--- config.mk ---
export PLATFORM = sky130hd
export DESIGN_NAME = instruction_fetch_unit
export DESIGN_NICKNAME = d
export VERILOG_FILES = /design/src/rtl/instruction_fetch_unit.sv
export SDC_FILE = /design/constraint.sdc
export NUM_CORES = 1
export LEC_CHECK = 0
export CAP_MARGIN = 30
export CORE_UTILIZATION = 50
export CTS_CLUSTER_DIAMETER = 80
export DETAILED_ROUTE_END_ITERATION = 8
export HOLD_SLACK_MARGIN = 0.12
export PLACE_DENSITY = 0.79
export SLEW_MARGIN = 5
export SYNTH_ARGS = -nofsm -noshare
export SYNTH_HDL_FRONTEND = slang
export SYNTH_SLANG_ARGS = --single-unit
--- constraint.sdc ---
create_clock -name clk -period 11 [get_ports clk]
set_input_delay 2.2 -clock clk [delete_from_list [all_inputs] [get_ports clk]]
set_output_delay 2.2 -clock clk [all_outputs]
set_load 0.01 [all_outputs]
--- src/rtl/instruction_fetch_unit.sv ---
// rtl/instruction_fetch_unit.sv - LEGv8 instruction fetch stage with PC, fetch FSM and instruction buffer
//
// Holds the PC and issues one word fetch at a time over a request/grant/response
// handshake. Returned words go into a small circular buffer for decode. A taken
// branch redirects fetch to BranchPC + SEUOut, flushes the buffer and drops any
// response still in flight.
//
// Optional feature macro: IFU_MISALIGN_TRAP_EN
//   defined   : a misaligned redirect target sets MisalignFault and halts fetch
//               until reset.
//   undefined : target bits [1:0] are cleared and fetch continues; MisalignFault = 0.
//
// Parameters:
//   PC_RESET    - PC value loaded on reset
//   IBUF_DEPTH  - instruction buffer entries (power of two, >= 2)
//
// Ports:
//   clk, reset_n                 - clock, asynchronous active-low reset
//   IMemReq/IMemAddr/IMemGnt     - fetch request, byte address, grant
//   IMemRValid/IMemRData         - fetch response
//   BranchTaken/BranchPC/SEUOut  - redirect request, branch PC, byte offset
//   InstValid/InstReady          - buffer head valid / decode consumes head
//   Inst/InstPC/Inst25           - head instruction, its PC, Inst[25:0]
//   MisalignFault                - sticky misaligned-target flag

module instruction_fetch_unit #(
    parameter logic [63:0] PC_RESET   = 64'h0,
    parameter int          IBUF_DEPTH = 2
) (
    input  logic               clk,
    input  logic               reset_n,
    output logic               IMemReq,
    output logic [63:0]        IMemAddr,
    input  logic               IMemGnt,
    input  logic               IMemRValid,
    input  logic [31:0]        IMemRData,
    input  logic               BranchTaken,
    input  logic [63:0]        BranchPC,
    input  logic signed [63:0] SEUOut,
    output logic               InstValid,
    input  logic               InstReady,
    output logic [31:0]        Inst,
    output logic [63:0]        InstPC,
    output logic [25:0]        Inst25,
    output logic               MisalignFault
);

    localparam int PW = $clog2(IBUF_DEPTH);
    localparam int CW = PW + 1;
    localparam logic [CW-1:0] DEPTH_C = CW'(IBUF_DEPTH);

    typedef enum logic [1:0] {
        S_FETCH   = 2'd0,
        S_WAIT    = 2'd1,
        S_DISCARD = 2'd2
`ifdef IFU_MISALIGN_TRAP_EN
        , S_HALT  = 2'd3
`endif
    } state_t;

    state_t        r_state;
    logic [63:0]   r_pc;
    logic [63:0]   r_req_pc;
    logic [CW-1:0] r_count;
    logic [PW-1:0] r_rd_ptr;
    logic [PW-1:0] r_wr_ptr;
    logic          r_misalign;
    logic [31:0]   r_buf_inst [IBUF_DEPTH];
    logic [63:0]   r_buf_pc   [IBUF_DEPTH];

    logic [63:0]   w_target;
    logic          w_pending;
    logic [CW-1:0] w_occupancy;
    logic          w_grant;
    logic          w_push;
    logic          w_pop;
    logic          w_redirect;

    // Two's complement add; the unsigned view gives the same mod 2^64 result.
    assign w_target    = BranchPC + SEUOut;
    assign w_pending   = (r_state == S_WAIT);
    // Counting the in-flight request keeps a full buffer from ever being overrun.
    assign w_occupancy = r_count + CW'(w_pending);

    assign IMemReq  = reset_n && (r_state == S_FETCH) && (w_occupancy < DEPTH_C) && !BranchTaken;
    assign IMemAddr = r_pc;
    assign w_grant  = IMemReq && IMemGnt;

    // Once halted, further branches have nothing left to redirect.
`ifdef IFU_MISALIGN_TRAP_EN
    assign w_redirect = BranchTaken && (r_state != S_HALT);
`else
    assign w_redirect = BranchTaken;
`endif

    assign w_push = (r_state == S_WAIT) && IMemRValid && !BranchTaken;
    assign w_pop  = InstValid && InstReady && !BranchTaken;

    assign InstValid     = (r_count != '0);
    assign Inst          = InstValid ? r_buf_inst[r_rd_ptr] : 32'h0;
    assign InstPC        = InstValid ? r_buf_pc[r_rd_ptr]   : 64'h0;
    assign Inst25        = Inst[25:0];
    assign MisalignFault = r_misalign;

    always_ff @(posedge clk or negedge reset_n) begin
        if (!reset_n) begin
            r_state    <= S_FETCH;
            r_pc       <= PC_RESET;
            r_req_pc   <= PC_RESET;
            r_count    <= '0;
            r_rd_ptr   <= '0;
            r_wr_ptr   <= '0;
            r_misalign <= 1'b0;
        end else if (w_redirect) begin
            r_count  <= '0;
            r_rd_ptr <= '0;
            r_wr_ptr <= '0;
`ifdef IFU_MISALIGN_TRAP_EN
            if (w_target[1:0] != 2'b00) begin
                r_misalign <= 1'b1;
                r_state    <= S_HALT;
            end else begin
                r_pc <= w_target;
                // A response still owed by memory must be swallowed before refetching.
                if ((r_state == S_WAIT || r_state == S_DISCARD) && !IMemRValid)
                    r_state <= S_DISCARD;
                else
                    r_state <= S_FETCH;
            end
`else
            r_pc <= {w_target[63:2], 2'b00};
            if ((r_state == S_WAIT || r_state == S_DISCARD) && !IMemRValid)
                r_state <= S_DISCARD;
            else
                r_state <= S_FETCH;
`endif
        end else begin
            case (r_state)
                S_FETCH: begin
                    if (w_grant) begin
                        r_state  <= S_WAIT;
                        r_req_pc <= r_pc;
                        r_pc     <= r_pc + 64'd4;
                    end
                end
                S_WAIT: begin
                    if (IMemRValid)
                        r_state <= S_FETCH;
                end
                S_DISCARD: begin
                    if (IMemRValid)
                        r_state <= S_FETCH;
                end
`ifdef IFU_MISALIGN_TRAP_EN
                S_HALT: r_state <= S_HALT;
`endif
                default: r_state <= S_FETCH;
            endcase

            if (w_push)
                r_wr_ptr <= r_wr_ptr + 1'b1;
            if (w_pop)
                r_rd_ptr <= r_rd_ptr + 1'b1;
            case ({w_push, w_pop})
                2'b10:   r_count <= r_count + 1'b1;
                2'b01:   r_count <= r_count - 1'b1;
                default: r_count <= r_count;
            endcase
        end
    end

    // Buffer storage needs no reset: the head is masked to zero while empty.
    always_ff @(posedge clk) begin
        if (w_push) begin
            r_buf_inst[r_wr_ptr] <= IMemRData;
            r_buf_pc[r_wr_ptr]   <= r_req_pc;
        end
    end

endmodule

==> impl_results.md, run 1 <==
- Status: complete, no violations
- Max-slew violation count: 0
- Antenna-violating nets left: 0
- CTS buffer count: 30
- WHS Path Cells: 0
- Critical setup path kind: input port to output pin
- Required time worst endpoint: 8800 ps
- Top FF cell, synth: edfxtp_1
- Vias in the first global route: 12,790
- Cell Chain, Critical Path: buf_6 -> and2_1 -> o211a_1 -> clkdlybuf4s50_1
- Slowest cell on crit path: clkdlybuf4s50_1
- DR vias: 13,250
- CTS Hold Bufs: 0
- FF-to-FF path depth: 10
- Post-synth EDFFs: 188
- Die Y: 184.9 um
- Setup violators final: 0
- Clk root buf: clkbuf_16
- Commonest cells after routing, fill and taps aside: 347 x clkdlybuf4s50_1, 268 x nand2_1, 199 x nor2_1, 188 x edfxtp_1, 129 x dfrtp_1
- Post-DP HPWL: 33,770 um
- Fmax: 165.9 MHz
- Boundary Pins: 355
- CP arrival: 3830 ps
- Synth Register Bits: 318
- Vias per cell: 5.542
- Site row count: 66
- R2r setup slk: 7430 ps
- # port buffers: 349
- Cells after Synth: 1,626
- Drt first-iter violations: 914
- Critical Path Source Type: input port
- Starting density of the core: 0.5112
- Final cycle utilization of the critical path: 0.5480
- Crit. End Element: output pin
- CTS H-tree depth: 1
- Initial DRT Pass Iterations: 5
- Antenna violations before repair: 2
- Layout cells sized above 1: 0.04160
- Placed inst area: 0.02043 mm^2
- Worst slew margin: 0.3827
- Post-layout nets: 2,154
- Pleak: 0.008185 uW
- Asr flop ratio synth: 0.4088
- Area delta synth->final: 28.06%
- Post-CTS Resized: 0
- Total grt overflow: 0
- Max Cap Viol: 0
- Clock Tree Buf Depth: 3
- Total GRT Usage: 0.2631
- Synth warn: 1
- Most common cell after layout, fill and taps aside: clkdlybuf4s50_1
- Mapped Area: 0.01672 mm^2
- Core area: 0.03270 mm^2
- Placed instance count: 2,332
- Ratio of total power to cell area: 160.2 mW/mm^2
- Tightest Pin Transition: 925.9 ps
- Hold Crit Class: flop to flop
- CTS tree: yes
- Setup Fix Bufs, Post-CTS: 0
- Layout Skew: 13.97 ps
- Wire per inst: 19.13 um
- Layout Cells excl Fill: 2,391
- Cell variety after synth: 68
- Syn_area_per_cell: 10.28 um^2
- CP peak stage delay: 590 ps
- RSZ-0062 raised after global routing: false
- Largest net degree at the start of global routing: 107
- Critical path peak fanout: 71
- Final TNS setup: 0 ps
- Final Critical Period: 6028 ps
- Residual DRC: 0
- Final WL: 45,730 um
- Max rail drop VDD: 112.0 uV
- Clock Latency Late Sink: 550 ps
- Die footprint: 0.03417 mm^2
- Delay-heaviest family, CP: buffers and inverters
- Stages on worst setup path: 4
- Post-synthesis sequential area ratio: 0.5323
- CTS clock-pin slew for the worst setup and hold paths: 60 ps
- CTS sink cnt: 318
- Routability congestion estimate: 0.8948
- First-pass GRT wire length: 70,120 um
- Fin area: 0.02141 mm^2
- Hold Fails Final Rpt: 0
- Worst Path Buf+Inv: 2
- Chip width: 184.9 um
## through the flow
step                worst slack (ps)    util  hold WS (ps)  total power (uW)
finish                          4972  0.6547         468.5              3429
global route                    4843  0.6547         475.2              3581
CTS                             4962  0.6540         468.7              3433
detailed placement              4964  0.6248         454.5              2447
global placement                4975  0.6239         448.4              2412
floorplan                      682.2       -         441.9              2068
## per-layer routing
metal | GRT usage | vias up | wire (um) | share of wire
li1 | - | 6325 | - | -
met1 | 0.3612 | 6306 | 19730 | 0.43
met2 | 0.4358 | 552 | 21560 | 0.47
met3 | 0.04129 | 68 | 3380 | 0.074
met4 | 0.06645 | 0 | 1052 | 0.023
met5 | 0 | - | 0 | 0
## report_power, final
part           switching (uW)  leakage (uW)  internal [uW]
Clock                     429      0.000461            561
Combinational             401       0.00446            357
Sequential                182       0.00326           1500
## synthesized netlist by cell type (19+ instances only)
cell type | n | area, um^2
a21o_1 | 32 | 240.2
clkbuf_1 | 52 | 195.2
nand3_1 | 27 | 135.1
and3_1 | 19 | 118.9
buf_4 | 31 | 232.7
xnor2_1 | 72 | 630.6
nand2_1 | 268 | 1006
xor2_1 | 43 | 376.6
inv_1 | 27 | 101.4
nand4_1 | 29 | 181.4
edfxtp_1 | 188 | 5645
nor2_1 | 200 | 750.7
mux2i_1 | 101 | 1011
ha_1 | 65 | 813.3
o21ai_0 | 64 | 320.3
a21oi_1 | 108 | 540.5
dfrtp_1 | 130 | 3253
## sequential cells by signal (all words and copies together) (netlist names)
register / cells
r_rd_ptr: 1
IMemAddr: 62
r_count: 2
r_buf_inst: 64
r_buf_pc: 124
r_req_pc: 62
r_wr_ptr: 1
r_state: 2
## final timing paths
path                               from              end
max                             reset_n          IMemReq
min                        r_req_pc[47]  r_buf_pc[1][47]
max reg2reg                  r_state[0]     IMemAddr[61]
min reg2reg                r_req_pc[47]  r_buf_pc[1][47]
max in group asynchronous       reset_n         r_rd_ptr
min in group asynchronous       reset_n     r_req_pc[43]
## cell type report
cell class / instances / area [um^2]
clock inverters: 9 / 57.56
inverters: 27 / 101.3
diodes: 2 / 5.005
repair buffers: 363 / 3630
fillers: 2604 / 11290
clock buffers: 47 / 897.1
multi-input cells: 1183 / 7264
flip-flops and latches: 318 / 8902
well taps: 442 / 553.0
## worst register-to-register path, cell delays in order (launching register included)
cell       delay, ps
dfrtp_1          390
ha_1             230
a21oi_1          300
o2111ai_4        410
or3_1            670
nor3_2           410
nand2_1          230
nor3_1           370
nand4_1          190
xor2_1           170
mux2i_1          130
## kinds of logic after synthesis
kind of cell | after synthesis | synth area share
other cells | 1 | 0.0002243
simple gates | 618 | 0.1616
compound gates | 279 | 0.1004
fa+ha+maj | 65 | 0.04865
mux | 101 | 0.06047
xor+xnor | 115 | 0.06025
flops | 318 | 0.5323
buf+inv | 129 | 0.03622
No activity file was read; power rests on OpenSTA's default activity.
==> run 2, diff against run 1 <==
- clock period: 11 -> 6.05 ns (I/O delays scaled with it)
==> run 2 against run 1 <==
Against the previous run: sequential power up 82%; core utilization up 0.47 points; largest power group unchanged; combinational power rose by 82%; hold slack worse by 1.0 ps; critical path depth increased by 8; critical path type is now input port to flop; non-clock buffer count is 1 higher; setup slack got worse by 3300 ps; power up 86%; count of clock-buffer cells in the layout decreased by 4; clock power increased by 97%; die area is the same.
==> impl_results.md, run 2 (synthesis gave the netlist of run 1 again) <==
- Residual DRC: 0 (unchanged)
- CP arrival: 4780 ps (+950 ps)
- CTS H-tree depth: 1 (unchanged)
- Boundary Pins: 355 (unchanged)
- Most flops, register: r_buf_pc
- Internal: 4540 uW (+88%)
- Critical path peak fanout: 7 (-90%)
- Seq. cell area: 0.008902 mm^2 (unchanged)
- R2r setup slk: 2730 ps (-4700 ps)
- Total GRT Usage: 0.2608 (-0.002314)
- Vias in the first global route: 12,810 (+0.13%)
- Required time worst endpoint: 6460 ps (-2340 ps)
- Max FFs per register: 124 (unchanged)
- Switch Pwr: 1843 uW (+82%)
- Clock Tree Buf Depth: 3 (unchanged)
- Wire per inst: 19.00 um (-0.67%)
- Final cycle utilization of the critical path: 0.7238
- Post-DP HPWL: 32,800 um (-2.9%)
- Die footprint: 0.03417 mm^2 (unchanged)
- CTS clock-pin slew for the worst setup and hold paths: 60 ps (about the same)
- Hold Crit Class: flop to flop
- Pleak: 0.008264 uW (+0.97%)
- CTS sink cnt: 318 (unchanged)
- Clk pwr share: 0.306 (+0.017)
- Critical Path Source Type: input port
- Layout Skew: 16.97 ps (+2.999 ps)
- Top flop regs: r_buf_pc: 124 flops, r_buf_inst: 64 flops
- Total grt overflow: 0 (unchanged)
- Post-CTS Resized: 0 (unchanged)
- Site row count: 66 (unchanged)
- Comb power frac: 0.217 (-0.004)
- Most common cell after layout, fill and taps aside: clkdlybuf4s50_1
- Tot Pwr: 6383 uW (+86%)
- Crit. End Element: flop
- Final Critical Period: 4379 ps
- Vias per cell: 5.591 (+0.88%)
- CTS buffer count: 31 (+3.3%)
- Clock Latency Late Sink: 560 ps (about the same)
- Commonest cells after routing, fill and taps aside: 347 x clkdlybuf4s50_1, 268 x nand2_1, 199 x nor2_1, 188 x edfxtp_1, 129 x dfrtp_1
- Area delta synth->final: 28.98%
- Final TNS setup: 0 ps (unchanged)
- Largest net degree at the start of global routing: 89 (-17%)
- Max Cap Viol: 0 (unchanged)
- Antenna violations before repair: 0 (-2)
- Tightest Pin Transition: 922.5 ps (-3.421 ps)
- Fmax: 228.4 MHz
- Starting density of the core: 0.5112 (unchanged)
- Routability congestion estimate: 0.9934 (+11%)
- CTS tree: yes
- Critical setup path kind: input port to flop
- Flop pwr share: 0.478 (-0.012)
- CTS Hold Bufs: 0 (unchanged)
- Ratio of total power to cell area: 296.0 mW/mm^2 (+85%)
- Chip width: 184.9 um (unchanged)
- Die Y: 184.9 um (unchanged)
- Sw frac: 0.2887 (-0.006322)
- Core area: 0.03270 mm^2 (unchanged)
- Setup Fix Bufs, Post-CTS: 0 (unchanged)
- Clk root buf: clkbuf_16
- Max rail drop VDD: 203.4 uV (+82%)
- # port buffers: 349 (unchanged)
- Hold Fails Final Rpt: 0 (unchanged)
- RSZ-0062 raised after global routing: false
- Multi-input gate area: 0.007277 mm^2 (+0.17%)
- Initial DRT Pass Iterations: 6 (+1)
- Max-slew violation count: 0 (unchanged)
- First-pass GRT wire length: 69,540 um (-0.84%)
- Fillers: 2,529 (-2.9%)
- DR vias: 13,370 (+0.92%)
- Drt first-iter violations: 1,144 (+25%)
- Final WL: 45,440 um (-0.63%)
- Worst slew margin: 0.3850 (+0.002281)
- Antenna-violating nets left: 0 (unchanged)
- Layout cells sized above 1: 0.04462 (+0.003013)
- Setup violators final: 0 (unchanged)
- Post-layout nets: 2,156 (+0.093%)
- Status: complete, no violations
- Diode count: 0 (-2)
## run 2: changes by cell type in the layout (fill, tap and decap cells not counted), moves of 2 or more
cell and change:
buf_16 +2, diode_2 -2, buf_4 -2, clkbuf_1 -3
clkinv_2 +4, bufinv_16 +4
## run 2: per-stage QoR
stage / utilization / setup WS [ps] / instances / hold WS, ps / instance area, um^2
4_1_cts: 0.6586 / 1730 / 2391 / 466.6 / 21540
6_report: 0.6594 / 1671 / 2392 / 467.4 / 21560
2_1_floorplan: - / 70.26 / 1630 / 441.9 / 16740
3_5_place_dp: 0.6268 / 1167 / 2333 / 453.1 / 20500
3_3_place_gp: 0.6251 / 1267 / 2331 / 447.2 / 20440
5_1_grt: 0.6594 / 1309 / 2392 / 473.8 / 21560
## run 2: per-layer routing
| metal | track usage | up-vias | share of wire |
|---|---|---|---|
| met2 | 0.4278 | 667 | 0.47 |
| met4 | 0.08562 | 0 | 0.033 |
| met3 | 0.04227 | 94 | 0.085 |
| met1 | 0.3526 | 6287 | 0.41 |
| li1 | - | 6325 | - |
| met5 | 0 | - | 0 |
## run 2: worst paths after layout
kind | end | cells after the start | startpoint
setup / recovery | IMemAddr[56] | 12 | BranchPC[15]
hold / removal | r_buf_pc[1][11] | 0 | r_req_pc[11]
setup reg to reg | IMemAddr[57] | 11 | r_state[0]
hold reg to reg | r_buf_pc[1][11] | 0 | r_req_pc[11]
max in group asynchronous | r_rd_ptr | 3 | reset_n
min in group asynchronous | r_req_pc[61] | 1 | reset_n
## run 2: power groups by stage
stage	logic, uW	clock network, uW	registers, uW
after floorplan	745	0	3010
after global placement	1310	0	3060
after detailed placement	1360	0	3080
after CTS	1370	1990	3040
after global routing	1520	2070	3090
final	1380	1950	3050
## run 2: critical path: stages
cell             delay, ps
clkdlybuf4s50_1        410
ha_1                   400
a21oi_1                240
o21ai_0                170
a31oi_1                210
o21ai_0                110
a221oi_1               290
o21ai_1                180
a2111oi_1              790
nor2_1                 210
a2111oi_0              480
a211oi_1                90
## run 2: layout make-up
class                      count  area share
sequential                   318      0.4128
multi-input combinational   1183      0.3375
timing repair buffer         364      0.1711
clock buffer                  43     0.03992
inverter                      27    0.004700
clock inverter                15    0.008298
tap                          442     0.02565
==> run 3, diff against run 2 <==
- CORE_UTILIZATION: 50 -> 47
- PLACE_DENSITY: 0.79 -> 0.78
- clock period: 6.05 -> 4 ns (I/O delays scaled with it)
==> run 3 against run 2 <==
Against the previous run: core utilization is 3.0 points lower; critical endpoint is now IMemAddr[54]; power is 52% higher; count of clock-buffer cells in the layout is 1 higher; final cell count is 2.3% higher; setup slack worse by 1500 ps; critical path depth is 1 higher; sequential share of layout area is 0.65 points lower.
==> impl_results.md, run 3 (synthesis gave the netlist of run 1 again) <==
- Max Cap Viol: 0 (unchanged)
- CTS H-tree depth: 1 (unchanged)
- CTS buffer count: 31 (unchanged)
- Die Y: 190.6 um (+3.1%)
- Setup slack at placement: -292.8 ps (-1459 ps)
- Clk root buf: clkbuf_16
- Max-slew violation count: 0 (unchanged)
- Switch Pwr: 2812 uW (+53%)
- Residual DRC: 0 (unchanged)
- Setup Fix Bufs, Post-CTS: 0 (unchanged)
- Site row count: 68 (+3.0%)
- Tightest Pin Transition: 856.2 ps (-66.34 ps)
- Ratio of total power to cell area: 442.6 mW/mm^2 (+50%)
- Drt first-iter violations: 956 (-16%)
- Top flop regs: r_buf_pc: 124 flops, r_buf_inst: 64 flops
- Initial DRT Pass Iterations: 5 (-1)
- Worst Setup Slack, final: 174.5 ps (-1497 ps)
- Wire per inst: 19.01 um (about the same)
- Clk pwr share: 0.300 (-0.006)
- DR vias: 13,480 (+0.82%)
- Antenna-violating nets left: 0 (unchanged)
- Placed inst area: 0.02083 mm^2 (+1.6%)
- Layout Skew: 17.31 ps (+0.3464 ps)
- Die footprint: 0.03633 mm^2 (+6.3%)
- Worst slew margin: 0.4292 (+0.04423)
- Core area: 0.03480 mm^2 (+6.4%)
- CTS Hold Bufs: 0 (unchanged)
- Pleak: 0.008457 uW (+2.3%)
- Area delta synth->final: 31.03%
- Most flops, register: r_buf_pc
- Hold Crit Class: input port to asynchronous set/reset pin
- Crit. End Element: flop
- Clock Latency Late Sink: 540 ps (-20 ps)
- Final cycle utilization of the critical path: 0.9564
- Commonest cells after routing, fill and taps aside: 347 x clkdlybuf4s50_1, 268 x nand2_1, 199 x nor2_1, 188 x edfxtp_1, 129 x dfrtp_1
- Comb power frac: 0.222 (+0.005)
- Max rail drop VDD: 424.5 uV (+110%)
- CTS sink cnt: 318 (unchanged)
- # port buffers: 349 (unchanged)
- RSZ-0062 raised after global routing: false
- Required time worst endpoint: 4410 ps (-2050 ps)
- Post-layout nets: 2,200 (+2.0%)
- Fillers: 2,836 (+12%)
- Setup violators final: 0 (unchanged)
- Boundary Pins: 355 (unchanged)
- CTS tree: yes
- Diode count: 0 (unchanged)
- Critical Path Source Type: input port
- Hold Fails Final Rpt: 0 (unchanged)
- Post-DP HPWL: 34,580 um (+5.5%)
- Critical path peak fanout: 6 (-1)
- CTS clock-pin slew for the worst setup and hold paths: 60 ps (about the same)
- Final Critical Period: 3826 ps
- Worst hold slack: 453.8 ps (-13.63 ps)
- Vias per cell: 5.508 (-1.5%)
- Final WL: 46,540 um (+2.4%)
- Fin area: 0.02191 mm^2 (+1.6%)
- First-pass GRT wire length: 71,700 um (+3.1%)
- CP arrival: 4240 ps (-540 ps)
- Clock Tree Buf Depth: 3 (unchanged)
- Antenna violations before repair: 0 (unchanged)
- Chip width: 190.6 um (+3.1%)
- Vias in the first global route: 13,200 (+3.0%)
- Largest net degree at the start of global routing: 107 (+20%)
- Starting density of the core: 0.4804 (-0.03081)
- Fmax: 261.4 MHz
- Internal: 6884 uW (+52%)
- Max FFs per register: 124 (unchanged)
- FF-to-FF path depth: 12 (+1)
- Post-CTS Resized: 0 (unchanged)
- Sw frac: 0.2900 (+0.001263)
- Critical setup path kind: input port to flop
- Layout cells sized above 1: 0.06322 (+0.01861)
- Final TNS setup: 0 ps (unchanged)
- Status: complete, no violations
- Most common cell after layout, fill and taps aside: clkdlybuf4s50_1
- Routability congestion estimate: 0.9355 (-5.8%)
- Total grt overflow: 0 (unchanged)
- Total GRT Usage: 0.2516 (-0.009184)
- Flop pwr share: 0.477 (about the same)
==> run 3: cell type report <==
type	instances	area [um^2]	area share
Multi-Input combinational cell	1183	7277	0.3322
Sequential cell	318	8902	0.4064
Clock inverter	13	173.9	0.007939
Timing Repair Buffer	408	4038	0.1843
Tap cell	455	569.3	0.02599
Inverter	27	101.3	0.004626
Clock buffer	44	844.6	0.03855
==> run 3: stage by stage <==
step           total power [uW]  utilization  cells
2_1_floorplan              5689            -   1630
3_3_place_gp               6713       0.5987   2389
3_5_place_dp               6813       0.5987   2389
4_1_cts                    9726       0.6279   2446
5_1_grt                   10140       0.6295   2448
6_report                   9695       0.6295   2448
==> run 3: layer usage <==
layer	global-route usage	up-vias	wire length (um)
met4	0.09446	0	1667
met5	0	-	0
met3	0.03883	95	3547
met2	0.4102	591	21610
li1	-	6408	-
met1	0.3385	6389	19710
==> run 3: worst paths after layout <==
check | start | slack, ps | to
worst max register to register | r_state[0] | 850 | IMemAddr[57]
worst max-delay path | BranchPC[24] | 170 | IMemAddr[54]
worst min-delay path | reset_n | 450 | r_req_pc[59]
min in group clk | r_req_pc[2] | 470 | r_buf_pc[1][2]
max in group asynchronous | reset_n | 2440 | r_rd_ptr
worst min register to register | r_req_pc[2] | 470 | r_buf_pc[1][2]
==> run 3: power groups by stage <==
| stage | registers, uW | logic (uW) | clock network (uW) |
|---|---|---|---|
| 5_1_grt | 4680 | 2360 | 3090 |
| 2_1_floorplan | 4560 | 1130 | 0 |
| 4_1_cts | 4620 | 2150 | 2960 |
| 3_3_place_gp | 4630 | 2090 | 0 |
| 3_5_place_dp | 4680 | 2130 | 0 |
| 6_report | 4630 | 2160 | 2910 |
==> run 3: critical path: stages <==
cell and delay (ps):
clkdlybuf4s50_1 410, ha_1 420, nand2_1 140, o21ai_0 510
nor4_1 120, a21oi_1 320, nand2_1 130, o21ai_1 370
a21oi_1 190, buf_4 180, o21ai_0 280, xnor2_1 230
mux2i_1 140
